File: src/rtl/number_input_if.sv
// Button/switch entry bus for number_input: raw inputs in, submitted value out.
interface number_input_if;
  logic       btn;
  logic [7:0] sw;
  logic       next;
  logic [7:0] number;
  logic [7:0] count;
  logic       overflow;

  modport master (output btn, sw, input next, number, count, overflow);
  modport slave  (input btn, sw, output next, number, count, overflow);
endinterface

File: src/rtl/number_input.sv
// Debounced push-button entry of an 8-bit switch value with a saturating submit count.
// Define NUMBER_INPUT_DEBOUNCE_EN to enable the DB_HI/DB_LO debounce states and counter.
//
// state | meaning
// IDLE  | button released and stable
// DB_HI | button seen high, waiting DB_CYCLES for it to stay high
// HELD  | press accepted, waiting for release
// DB_LO | button seen low while held, waiting DB_CYCLES for it to stay low
module number_input #(
  parameter int unsigned DB_CYCLES = 1000000
) (
  input  logic         clk,
  input  logic         rst,
  number_input_if.slave bus
);

  if (DB_CYCLES < 2 || DB_CYCLES > (1 << 24)) begin : g_bad_cfg
    $error("number_input: DB_CYCLES must be in 2..2**24");
  end

  typedef enum logic [1:0] {IDLE, DB_HI, HELD, DB_LO} state_t;

  state_t     state, state_nxt;
  logic       accept;
  logic       btn_m, btn_s;
  logic [7:0] sw_m, sw_s;
  logic       next_r;
  logic [7:0] number_r, count_r;
  logic       overflow_r;

`ifdef NUMBER_INPUT_DEBOUNCE_EN
  localparam logic [23:0] CNT_LAST = 24'(DB_CYCLES - 1);
  logic [23:0] cnt, cnt_nxt;
`endif

  always_ff @(posedge clk) begin
    if (rst) begin
      btn_m <= 1'b0;
      btn_s <= 1'b0;
      sw_m  <= '0;
      sw_s  <= '0;
    end else begin
      btn_m <= bus.btn;
      btn_s <= btn_m;
      sw_m  <= bus.sw;
      sw_s  <= sw_m;
    end
  end

  always_ff @(posedge clk) begin
    if (rst) begin
      state <= IDLE;
`ifdef NUMBER_INPUT_DEBOUNCE_EN
      cnt   <= '0;
`endif
    end else begin
      state <= state_nxt;
`ifdef NUMBER_INPUT_DEBOUNCE_EN
      cnt   <= cnt_nxt;
`endif
    end
  end

  always_comb begin
    state_nxt = state;
    accept    = 1'b0;
`ifdef NUMBER_INPUT_DEBOUNCE_EN
    cnt_nxt   = cnt;
    unique case (state)
      IDLE: begin
        if (btn_s) begin
          state_nxt = DB_HI;
          cnt_nxt   = '0;
        end
      end
      DB_HI: begin
        if (!btn_s) begin
          state_nxt = IDLE;
        end else if (cnt == CNT_LAST) begin
          state_nxt = HELD;
          accept    = 1'b1;
        end else begin
          cnt_nxt = cnt + 24'd1;
        end
      end
      HELD: begin
        if (!btn_s) begin
          state_nxt = DB_LO;
          cnt_nxt   = '0;
        end
      end
      DB_LO: begin
        // a high sample here is the same press still bouncing, not a new one
        if (btn_s) begin
          state_nxt = HELD;
        end else if (cnt == CNT_LAST) begin
          state_nxt = IDLE;
        end else begin
          cnt_nxt = cnt + 24'd1;
        end
      end
      default: state_nxt = IDLE;
    endcase
`else
    unique case (state)
      IDLE: begin
        if (btn_s) begin
          state_nxt = HELD;
          accept    = 1'b1;
        end
      end
      HELD: begin
        if (!btn_s) state_nxt = IDLE;
      end
      default: state_nxt = IDLE;
    endcase
`endif
  end

  always_ff @(posedge clk) begin
    if (rst) begin
      next_r     <= 1'b0;
      number_r   <= '0;
      count_r    <= '0;
      overflow_r <= 1'b0;
    end else begin
      next_r <= 1'b0;
      if (accept) begin
        if (count_r == 8'hFF) begin
          overflow_r <= 1'b1;
        end else begin
          next_r   <= 1'b1;
          number_r <= sw_s;
          count_r  <= count_r + 8'd1;
        end
      end
    end
  end

  assign bus.next     = next_r;
  assign bus.number   = number_r;
  assign bus.count    = count_r;
  assign bus.overflow = overflow_r;

endmodule

File: src/flat_wrapper.sv
// flat-port wrapper written by rule: the top's interface ports become plain ports
module number_input_flat 
#(
  parameter int unsigned DB_CYCLES = 1000000
)
  (clk, rst, bus_btn, bus_sw, bus_next, bus_number, bus_count, bus_overflow);
  number_input_if bus_i ();
  input  logic clk;
  input  logic rst;
  input wire logic [$bits(bus_i.btn)-1:0] bus_btn;
  input wire logic [$bits(bus_i.sw)-1:0] bus_sw;
  output wire logic [$bits(bus_i.next)-1:0] bus_next;
  output wire logic [$bits(bus_i.number)-1:0] bus_number;
  output wire logic [$bits(bus_i.count)-1:0] bus_count;
  output wire logic [$bits(bus_i.overflow)-1:0] bus_overflow;
  assign bus_i.btn = bus_btn;
  assign bus_i.sw = bus_sw;
  assign bus_next = bus_i.next;
  assign bus_number = bus_i.number;
  assign bus_count = bus_i.count;
  assign bus_overflow = bus_i.overflow;
  number_input #(.DB_CYCLES(DB_CYCLES)) u_core (.clk(clk), .rst(rst), .bus(bus_i));
endmodule
File: config.mk
export PLATFORM = sky130hd
export DESIGN_NAME = number_input_flat
export DESIGN_NICKNAME = d
export VERILOG_FILES = /design/src/rtl/number_input_if.sv /design/src/rtl/number_input.sv /design/src/flat_wrapper.sv
export SDC_FILE = /design/constraint.sdc
export NUM_CORES = 1
export LEC_CHECK = 0
export CAP_MARGIN = 20
export CORE_AREA = 2 2 48 72
export DETAILED_ROUTE_END_ITERATION = 8
export DIE_AREA = 0 0 50 74
export GPL_ROUTABILITY_DRIVEN = 0
export MAX_ROUTING_LAYER = met4
export PLACE_DENSITY = 0.7
export SETUP_SLACK_MARGIN = 0.4
export SYNTH_ARGS = -nofsm -noshare
export SYNTH_HDL_FRONTEND = slang
export SYNTH_SLANG_ARGS = --single-unit
File: constraint.sdc
create_clock -name clk -period 4.2 [get_ports clk]
set_input_delay 0.84 -clock clk [delete_from_list [all_inputs] [get_ports clk]]
set_output_delay 0.84 -clock clk [all_outputs]
set_load 0.01 [all_outputs]
==> results of run 1 <==
[path summary, 6_finish.rpt]
| path | endpoint | cells past startpoint | slack, ps |
|---|---|---|---|
| max reg2reg | u_core.bus.count[0] | 4 | 2220 |
| max | u_core.bus.count[0] | 4 | 1880 |
| min reg2reg | u_core.sw_s[1] | 1 | 440 |
| min | u_core.sw_s[1] | 1 | 440 |
[per-stage QoR]
stage	hold slack, ps	utilization (%)	std cells	setup WS [ps]
4_1_cts	439	57.1	195	1900
5_1_grt	449	57.1	195	1770
3_5_place_dp	424	53.4	187	1590
2_1_floorplan	414	-	124	2660
6_report	437	57.1	195	1880
3_3_place_gp	417	53.4	187	1640
[routing by layer]
| metal | vias up | track usage, % | routed length (um) |
|---|---|---|---|
| met1 | 407 | 13.9 | 906 |
| li1 | 470 | - | - |
| met4 | 0 | 10.2 | 48 |
| met3 | 4 | 4.82 | 98 |
| met5 | - | - | 0 |
| met2 | 21 | 22.4 | 1080 |
[worst max-delay path, stage by stage]
cell and delay, ps:
clkdlybuf4s50_1 940, buf_4 370, nor2b_1 80, mux2_2 260
[flip-flops by register name, summed over array words and instances, names as in the netlist]
register             flops
u_core.bus.count         8
u_core.bus.number        8
u_core.sw_m              8
u_core.sw_s              8
u_core.btn_m             1
u_core.btn_s             1
u_core.bus.next          1
u_core.bus.overflow      1
u_core.state             1
[power by group]
part	internal [mW]	switching, mW
logic	0.0308	0.0213
registers	0.365	0.00559
clock network	0.193	0.114
total	0.589	0.141
[cell usage in the layout, fill, tap and decap left out, types with 5 or more instances in the layout]
master and count:
a211oi_1 5, clkbuf_8 6, clkdlybuf4s50_1 28, dfxtp_1 37, mux2i_1 9, nand2b_1 18, nor2_1 5, nor2b_1 22
[final cells by class]
class	instances	area share [%]
Tap cell	40	2.83
Inverter	2	0.424
Multi-Input combinational cell	79	32.0
Sequential cell	37	41.9
Clock buffer	7	4.88
Clock inverter	1	1.70
Timing Repair Buffer	29	16.3
[kinds of logic (layout without fill, tap and decap cells)]
logic type      after synthesis  count (layout)
compound gates               11              11
xor+xnor                      1               1
fa+ha+maj                     2               2
buf+inv                       8              39
flops                        37              37
mux                          11              11
simple gates                 54              54
==> reports/results.tsv, run 1 <==
stage	metric	value	unit
power	power_density	412	nW/um^2
timing	setup_tns	0	ps
synthesis	synth_area	1350	um^2
place	port_buffers	28	
global_route	grt_pass1_vias	844	
global_route	grt_usage	13.9	%
synthesis	synthTopCellsByArea	dfxtp_1 55%, nor2b_1 10%, nand2b_1 8.4%, mux2i_1 6.7%, a211oi_1 2.8%	
global_route	antenna_found_initial	0	
setup_path	crit_path_max_fanout	25	
synthesis	synth.avg_cell_area	10.8	um^2
clocking	cts_tree	built	
synthesis	syn_inst	124	
timing	worst_slew_pin_slew	743	ps
routing	drc	0	
final_layout	fill_cells	255	
place	dp_hpwl	1.52	mm
clocking	cts.sinks	37	
clocking	cts-root-buf	clkbuf_8	
power	p_leak	0.637	nW
setup_path	crit_type	in2reg	
hold_path	hp-start	u_core.sw_m[1]	
setup_path	required	4370	ps
synthesis	ys_warn_count	0	
floorplanning	ioPinCount	29	
synthesis	yosys-top-cells-count	37 x dfxtp_1, 22 x nor2b_1, 18 x nand2b_1	
final_layout	regArea	741	um^2
clocking	cts_setup_buffers	0	
final_layout	stdcell_area	1770	um^2
clocking	cts-resized-gates	0	
global_route	overflow	0	
routing	wl_per_cell	11.0	um
final_layout	area.growth.synth_to_final	31.5	%
timing	rsz0062_at_grt	false	
routing	drt_iter0_markers	13	
final_layout	nets	167	
timing	period_share	55.2	%
power	p_total	0.730	mW
synthesis	synth-edff-count	0	
synthesis	synth-xor-area-share	0.651	%
synthesis	synthSimpleGateAreaFrac	25.0	%
timing	skew	7.07	ps
setup_path	worstSetupEndpointType	register	
synthesis	synthDistinctLibCells	25	
synthesis	muxShareOfSynthArea	8.37	%
clocking	htree_levels	2	
status	outcome	finished clean	
floorplanning	die_w	50	um
routing	via_per_inst	4.63	
timing	maxSlewViolCount	0	
clocking	clk_pin_slew_worst_paths	70	ps
final_layout	antenna_cells	0	
floorplanning	die_area	3700	um^2
synthesis	synth_fa_ha_area_share	1.86	%
synthesis	synth_compound_area_share	6.23	%
timing	fmax	431	MHz
final_layout	multiInputGateArea	567	um^2
synthesis	ys.flop_type	dfxtp_1	
routing	routed_wl	2.14	mm
power	peakVddDrop	0.000366	V
final_layout	drive_gt1_share	9.03	%
setup_path	regToRegStartpoint	u_core.bus.count[0]	
synthesis	synth_top_area_share	55.1	%
clocking	cts_hold_buf	0	
floorplanning	initial_core_util	43.4	%
hold_path	hold_path.class	reg2reg	
floorplanning	rows	25	
setup_path	crit_start	rst	
timing	finalHoldViolCount	0	
place	placedInstanceArea	1650	um^2
routing	dr_total_vias	902	
clocking	clkLatencyLatePin	280	ps
timing	maxSlewHeadroom	50.2	%
synthesis	ys_seq_area_share	55.1	%
global_route	grt_pass1_wl	3.66	mm
clocking	numCtsBuffers	5	
run	drv_cap	0	
setup_path	critPathArrivalTime	2490	ps
timing	setup_viol	0	
clocking	clock_path_buffers	2	
floorplanning	fp.dieH	74	um
synthesis	synth_area_leader_cell	dfxtp_1	
synthesis	syn-num-nets	137	
synthesis	yosysMostFrequentCell	dfxtp_1	
setup_path	cp-start-kind	primary input	
floorplanning	core	3100	um^2
synthesis	synth_top_family_by_area	simple AND/OR/NAND/NOR gates	
timing	period_minus_slack	2320	ps
synthesis	synthArstFlopShare	0	%
synthesis	synth.ff_latch_count	37	
global_route	grt_max_degree	26	
routing	antenna_left	0	
routing	first_pass_iters	4	
No activity file was read; power rests on OpenSTA's default activity.
==> inputs of run 2 (changes only) <==
--- a/config.mk
+++ b/config.mk
@@ -6,12 +6,12 @@
 export NUM_CORES = 1
 export LEC_CHECK = 0
 export CAP_MARGIN = 20
-export CORE_AREA = 2 2 48 72
+export CORE_AREA = 2 2 49 73
 export DETAILED_ROUTE_END_ITERATION = 8
-export DIE_AREA = 0 0 50 74
+export DIE_AREA = 0 0 51 75
 export GPL_ROUTABILITY_DRIVEN = 0
 export MAX_ROUTING_LAYER = met4
-export PLACE_DENSITY = 0.7
+export PLACE_DENSITY = 0.71
 export SETUP_SLACK_MARGIN = 0.4
 export SYNTH_ARGS = -nofsm -noshare
 export SYNTH_HDL_FRONTEND = slang
==> constraint.sdc (replaced) <==
create_clock -name clk -period 2.07 [get_ports clk]
set_input_delay 0.414 -clock clk [delete_from_list [all_inputs] [get_ports clk]]
set_output_delay 0.414 -clock clk [all_outputs]
set_load 0.01 [all_outputs]
==> run 2 against run 1 <==
  * Combinational power grew 110%
  * Sequential share of layout area shrank 0.78 points
  * Die area grew 3.4%
  * Critical endpoint is now bus_count[1]
==> reports/results.tsv, run 2 (synthesis gave the netlist of run 1 again) <==
stage	metric	value	unit
setup_path	cp_top_family	buffers and inverters	
timing	maxSlewHeadroom	83.4	%
routing	topRoutingLayerUsed	met4	
power	peakVddDrop	0.000542	V
final_layout	antenna_cells	0	
setup_path	critPathBufInv	1	
clocking	cts-root-buf	clkbuf_8	
routing	met3_length	98	um
global_route	antenna_found_initial	0	
clocking	cts_hold_buf	0	
final_layout	multiInputGateArea	579	um^2
routing	antenna_left	0	
final_layout	area.growth.synth_to_final	35.2	%
final_layout	final_cell_mix	32 x dfxtp_1, 24 x clkdlybuf4s50_1, 22 x nor2b_1	
routing	routed_wl	2.12	mm
setup_path	regToRegStartpoint	u_core.bus.count[0]	
setup_path	crit_type	reg2out	
setup_path	crit_path_max_fanout	4	
routing	drt_iter0_markers	10	
clocking	cts_tree	built	
timing	worst_slew_pin_slew	246	ps
place	dp_hpwl	1.44	mm
timing	finalHoldViolCount	0	
hold_path	hold_path.class	reg2reg	
routing	dr_total_vias	903	
floorplanning	die_w	51	um
timing	holdWs	439	ps
floorplanning	initial_core_util	42.6	%
power	power_density	818	nW/um^2
floorplanning	rows	25	
setup_path	cp-start-kind	register	
hold_path	hold_depth	1	
routing	wl_per_cell	10.8	um
setup_path	r2r_cells	4	
routing	drc	0	
place	port_buffers	28	
setup_path	crit_path_cell_trace	clkdlybuf4s50_1	
global_route	overflow	0	
floorplanning	ioPinCount	29	
setup_path	ff2ff_setup_slack	540	ps
setup_path	critPathArrivalTime	1200	ps
final_layout	layout_commonest_cell	dfxtp_1	
floorplanning	core	3160	um^2
global_route	grt_max_degree	49	
clocking	htree_levels	2	
timing	setup_viol	0	
final_layout	fill_cells	280	
global_route	grt_pass1_wl	3.54	mm
final_layout	postLayoutCoreUtil	57.5	%
clocking	clk_pin_slew_worst_paths	70	ps
global_route	grt_usage	13.0	%
setup_path	slowest_delay	550	ps
timing	skew	5.68	ps
final_layout	regArea	747	um^2
clocking	numCtsBuffers	5	
floorplanning	fp.dieH	75	um
setup_path	timing.rr.end	u_core.bus.count[0]	
clocking	clock_path_buffers	2	
timing	period_minus_slack	1620	ps
run	drv_cap	0	
power	p_total	1.49	mW
clocking	cts.sinks	37	
setup_path	required	1660	ps
floorplanning	die_area	3830	um^2
clocking	clkLatencyLatePin	280	ps
place	placedInstanceArea	1670	um^2
power	p_leak	0.712	nW
final_layout	stdcell_area	1820	um^2
timing	maxSlewViolCount	0	
routing	first_pass_iters	4	
timing	fmax	619	MHz
timing	rsz0062_at_grt	false	
routing	via_per_inst	4.61	
final_layout	nets	168	
timing	period_share	78.0	%
timing	setup_tns	0	ps
hold_path	hp-start	u_core.sw_m[3]	
final_layout	drive_gt1_share	13.5	%
routing	wirelength_met1	937	um
setup_path	slowest_stage	clkdlybuf4s50_1	
routing	wl_met2	1.02	mm
setup_path	worstSetupEndpointType	primary output	
global_route	grt_pass1_vias	816	
status	outcome	finished clean	
hold_path	timing.hold.worst_endpoint	u_core.sw_s[3]	
==> run 2: cell count changes in the layout (fill, tap and decap cells not counted), moves of 3 or more <==
cell / change
dfxtp_2: +5
dlymetal6s2s_1: +3
dfxtp_1: -5
clkdlybuf4s50_1: -4
==> run 2: per-stage QoR <==
stage               setup WS [ps]  cells
detailed placement            467    188
floorplan                     577    124
finish                        455    196
global route                  404    196
CTS                           418    196
global placement              508    188
==> run 2: power breakdown <==
group / total [mW] / internal, mW / switching [mW] / leakage (nW)
combinational: 0.110 / 0.0668 / 0.0433 / 0.349
clock: 0.626 / 0.392 / 0.234 / 0.0585
sequential: 0.752 / 0.740 / 0.0114 / 0.305
total: 1.49 / 1.20 / 0.289 / 0.712
==> run 2: layout make-up <==
type                            count  area share [%]
Inverter                            2           0.413
Sequential cell                    37            41.1
Tap cell                           40            2.75
Clock inverter                      1            1.65
Multi-Input combinational cell     79            31.9
Clock buffer                        7            4.75
Timing Repair Buffer               30            17.5
==> run 2: per-layer routing <==
metal / global-route usage [%] / up-vias
li1: - / 475
met4: 9.01 / 0
met5: - / -
met2: 19.3 / 18
met3: 4.76 / 7
met1: 14.4 / 403
==> run 2: how the worst max path moves through the flow <==
stage	startpoint	depth (start not counted)	to	slack, ps
detailed placement	u_core.bus.count[0]	5	u_core.bus.number[6]	470
global route	u_core.bus.count[1]	1	bus_count[1]	400
floorplan	u_core.bus.count[0]	4	u_core.bus.count[5]	580
global placement	rst	4	u_core.bus.count[0]	510
finish	u_core.bus.count[1]	1	bus_count[1]	450
CTS	u_core.bus.count[4]	1	bus_count[4]	420
==> run 2: repair_timing <==
action	CTS	global route
buffers inserted	0	0
gates cloned	0	0
setup endpoints to repair	6	12
resized for setup	6	6
==> inputs of run 3 (changes only) <==
==> constraint.sdc (replaced) <==
create_clock -name clk -period 1.3 [get_ports clk]
set_input_delay 0.26 -clock clk [delete_from_list [all_inputs] [get_ports clk]]
set_output_delay 0.26 -clock clk [all_outputs]
set_load 0.01 [all_outputs]
==> run 3 against run 2 <==
  * The flow now finishes with violations (setup timing)
  * Core utilization increased by 17 points
  * Global-route usage grew 5.3 points
  * Hold slack improved by 3.6 ps
  * Routed wire length increased by 44%
  * Clock-buffer cell count shrank 2
  * Die area is the same
  * Register-to-register slack got worse by 590 ps
  * Critical path type is now reg2reg
==> reports/results.tsv, run 3 (synthesis gave the netlist of run 1 again) <==
stage	metric	value	unit
run	drv_cap	0	
routing	drc	0	
setup_path	crit_start	u_core.bus.count[0]	
setup_path	worstSetupEndpointType	register	
final_layout	layout.cells.non_filler	235	
final_layout	area.growth.synth_to_final	74.2	%
place	dp_cells	207	
place	port_buffers	28	
routing	antenna_left	0	
floorplanning	ioPinCount	29	
timing	period_minus_slack	1350	ps
timing	period_share	104	%
timing	worst_slew_pin_slew	238	ps
setup_path	r2r_cells	4	
timing	rsz0062_at_grt	true	
final_layout	antenna_cells	0	
final_layout	final_cell_mix	28 x buf_4, 26 x buf_6, 18 x nand2b_1, 18 x nor2b_1, 17 x dfxtp_1	
timing	setup_viol	4	
routing	topRoutingLayerUsed	met4	
setup_path	required	1470	ps
floorplanning	core	3160	um^2
floorplanning	rows	25	
setup_path	ff2ff_setup_slack	-50	ps
clocking	clock_path_buffers	2	
power	p_leak	0.945	nW
final_layout	nets	207	
global_route	grt_pass1_vias	1096	
routing	dr_total_vias	1105	
setup_path	regToRegStartpoint	u_core.bus.count[0]	
setup_path	timing.rr.end	u_core.bus.count[5]	
global_route	antenna_found_initial	0	
timing	maxSlewViolCount	0	
clocking	clk_pin_slew_worst_paths	70	ps
power	p_total	2.47	mW
timing	finalWorstSetupSlack	-50.1	ps
floorplanning	die_area	3830	um^2
timing	skew	5.92	ps
place	dp_slack	-133	ps
timing	fmax	741	MHz
power	peakVddDrop	0.00126	V
timing	finalHoldViolCount	0	
setup_path	crit_path_max_fanout	3	
final_layout	postLayoutCoreUtil	74.2	%
clocking	cts.sinks	37	
clocking	cts_tree	built	
routing	first_pass_iters	2	
status	outcome	finished with violations	
hold_path	hold_path.class	reg2reg	
final_layout	drive_gt1_share	56.4	%
setup_path	crit_end	u_core.bus.count[5]	
routing	wl_per_cell	13.0	um
routing	wirelength_met1	1.14	mm
global_route	grt_max_degree	14	
routing	drt_iter0_markers	7	
timing	maxSlewHeadroom	84.1	%
routing	routed_wl	3.06	mm
global_route	grt_pass1_wl	4.93	mm
setup_path	critPathArrivalTime	1520	ps
place	dp_hpwl	1.99	mm
clocking	cts_hold_buf	0	
global_route	overflow	0	
routing	met3_length	117	um
floorplanning	die_w	51	um
floorplanning	initial_core_util	42.6	%
clocking	cts-root-buf	clkbuf_8	
routing	wl_met2	1.74	mm
setup_path	cp-start-kind	register	
floorplanning	fp.dieH	75	um
routing	via_per_inst	4.70	
hold_path	hold_depth	1	
status	violations	setup timing	
clocking	clkLatencyLatePin	290	ps
clocking	numCtsBuffers	5	
clocking	htree_levels	2	
global_route	grt_usage	18.3	%
setup_path	crit_type	reg2reg	
final_layout	layout_commonest_cell	buf_4	
power	power_density	1050	nW/um^2
run 3: cell types whose count changed in the layout (fill, tap and decap cells not counted), moves of 3 or more:
cell | before | now
dfxtp_2 | 5 | 14
dfxtp_1 | 32 | 17
nor2b_1 | 22 | 18
dfxtp_4 | 0 | 6
buf_4 | 0 | 28
clkdlybuf4s50_1 | 24 | 9
dlymetal6s2s_1 | 3 | 0
nor2b_4 | 0 | 4
a211oi_1 | 4 | 0
buf_6 | 1 | 26
a211oi_2 | 1 | 5
run 3: power breakdown:
group	internal, mW	switching [mW]
clock	0.574	0.409
combinational	0.186	0.105
sequential	1.17	0.0213
total	1.93	0.535
run 3: worst min path at each step:
stage                   start             end  slack, ps
2_1_floorplan         bus_btn    u_core.btn_m        390
3_3_place_gp   u_core.sw_m[4]  u_core.sw_s[4]        420
3_5_place_dp   u_core.sw_m[5]  u_core.sw_s[5]        420
4_1_cts        u_core.sw_m[5]  u_core.sw_s[5]        440
5_1_grt        u_core.sw_m[3]  u_core.sw_s[3]        460
6_report       u_core.sw_m[3]  u_core.sw_s[3]        440
run 3: stage by stage:
stage | area, um^2 | TNS [ps] | hold WS, ps
after floorplan | 1380 | -135 | 388
after global placement | 1860 | -132 | 417
after detailed placement | 1860 | -941 | 422
after CTS | 2230 | -70.2 | 441
after global routing | 2340 | -605 | 462
final | 2340 | -82.3 | 443
run 3: area by class of cell:
type	instances	area [um^2]
Clock buffer	5	68.8
Timing Repair Buffer	69	688
Clock inverter	3	46.3
Fill cell	213	816
Multi-Input combinational cell	79	702
Inverter	2	7.51
Tap cell	40	50.0
Sequential cell	37	781
run 3: layer usage:
| layer | vias up | global-route usage, % |
|---|---|---|
| met2 | 26 | 32.0 |
| met1 | 517 | 18.0 |
| met4 | 0 | 10.8 |
| met3 | 7 | 4.96 |
| li1 | 555 | - |
| met5 | - | - |
run 3: worst max-delay path, cell delays in order, from the launching register on:
cell	delay (ps)
dfxtp_4	360
ha_4	150
and3_4	160
a211oi_2	240
mux2_4	320
run 3: timing repair:
item / 4_1_cts / 5_1_grt
pin swaps: 12 / 5
gates cloned: 1 / 0
endpoints found under the setup margin: 49 / 45
buffers inserted: 12 / 7
gates resized for setup: 124 / 22
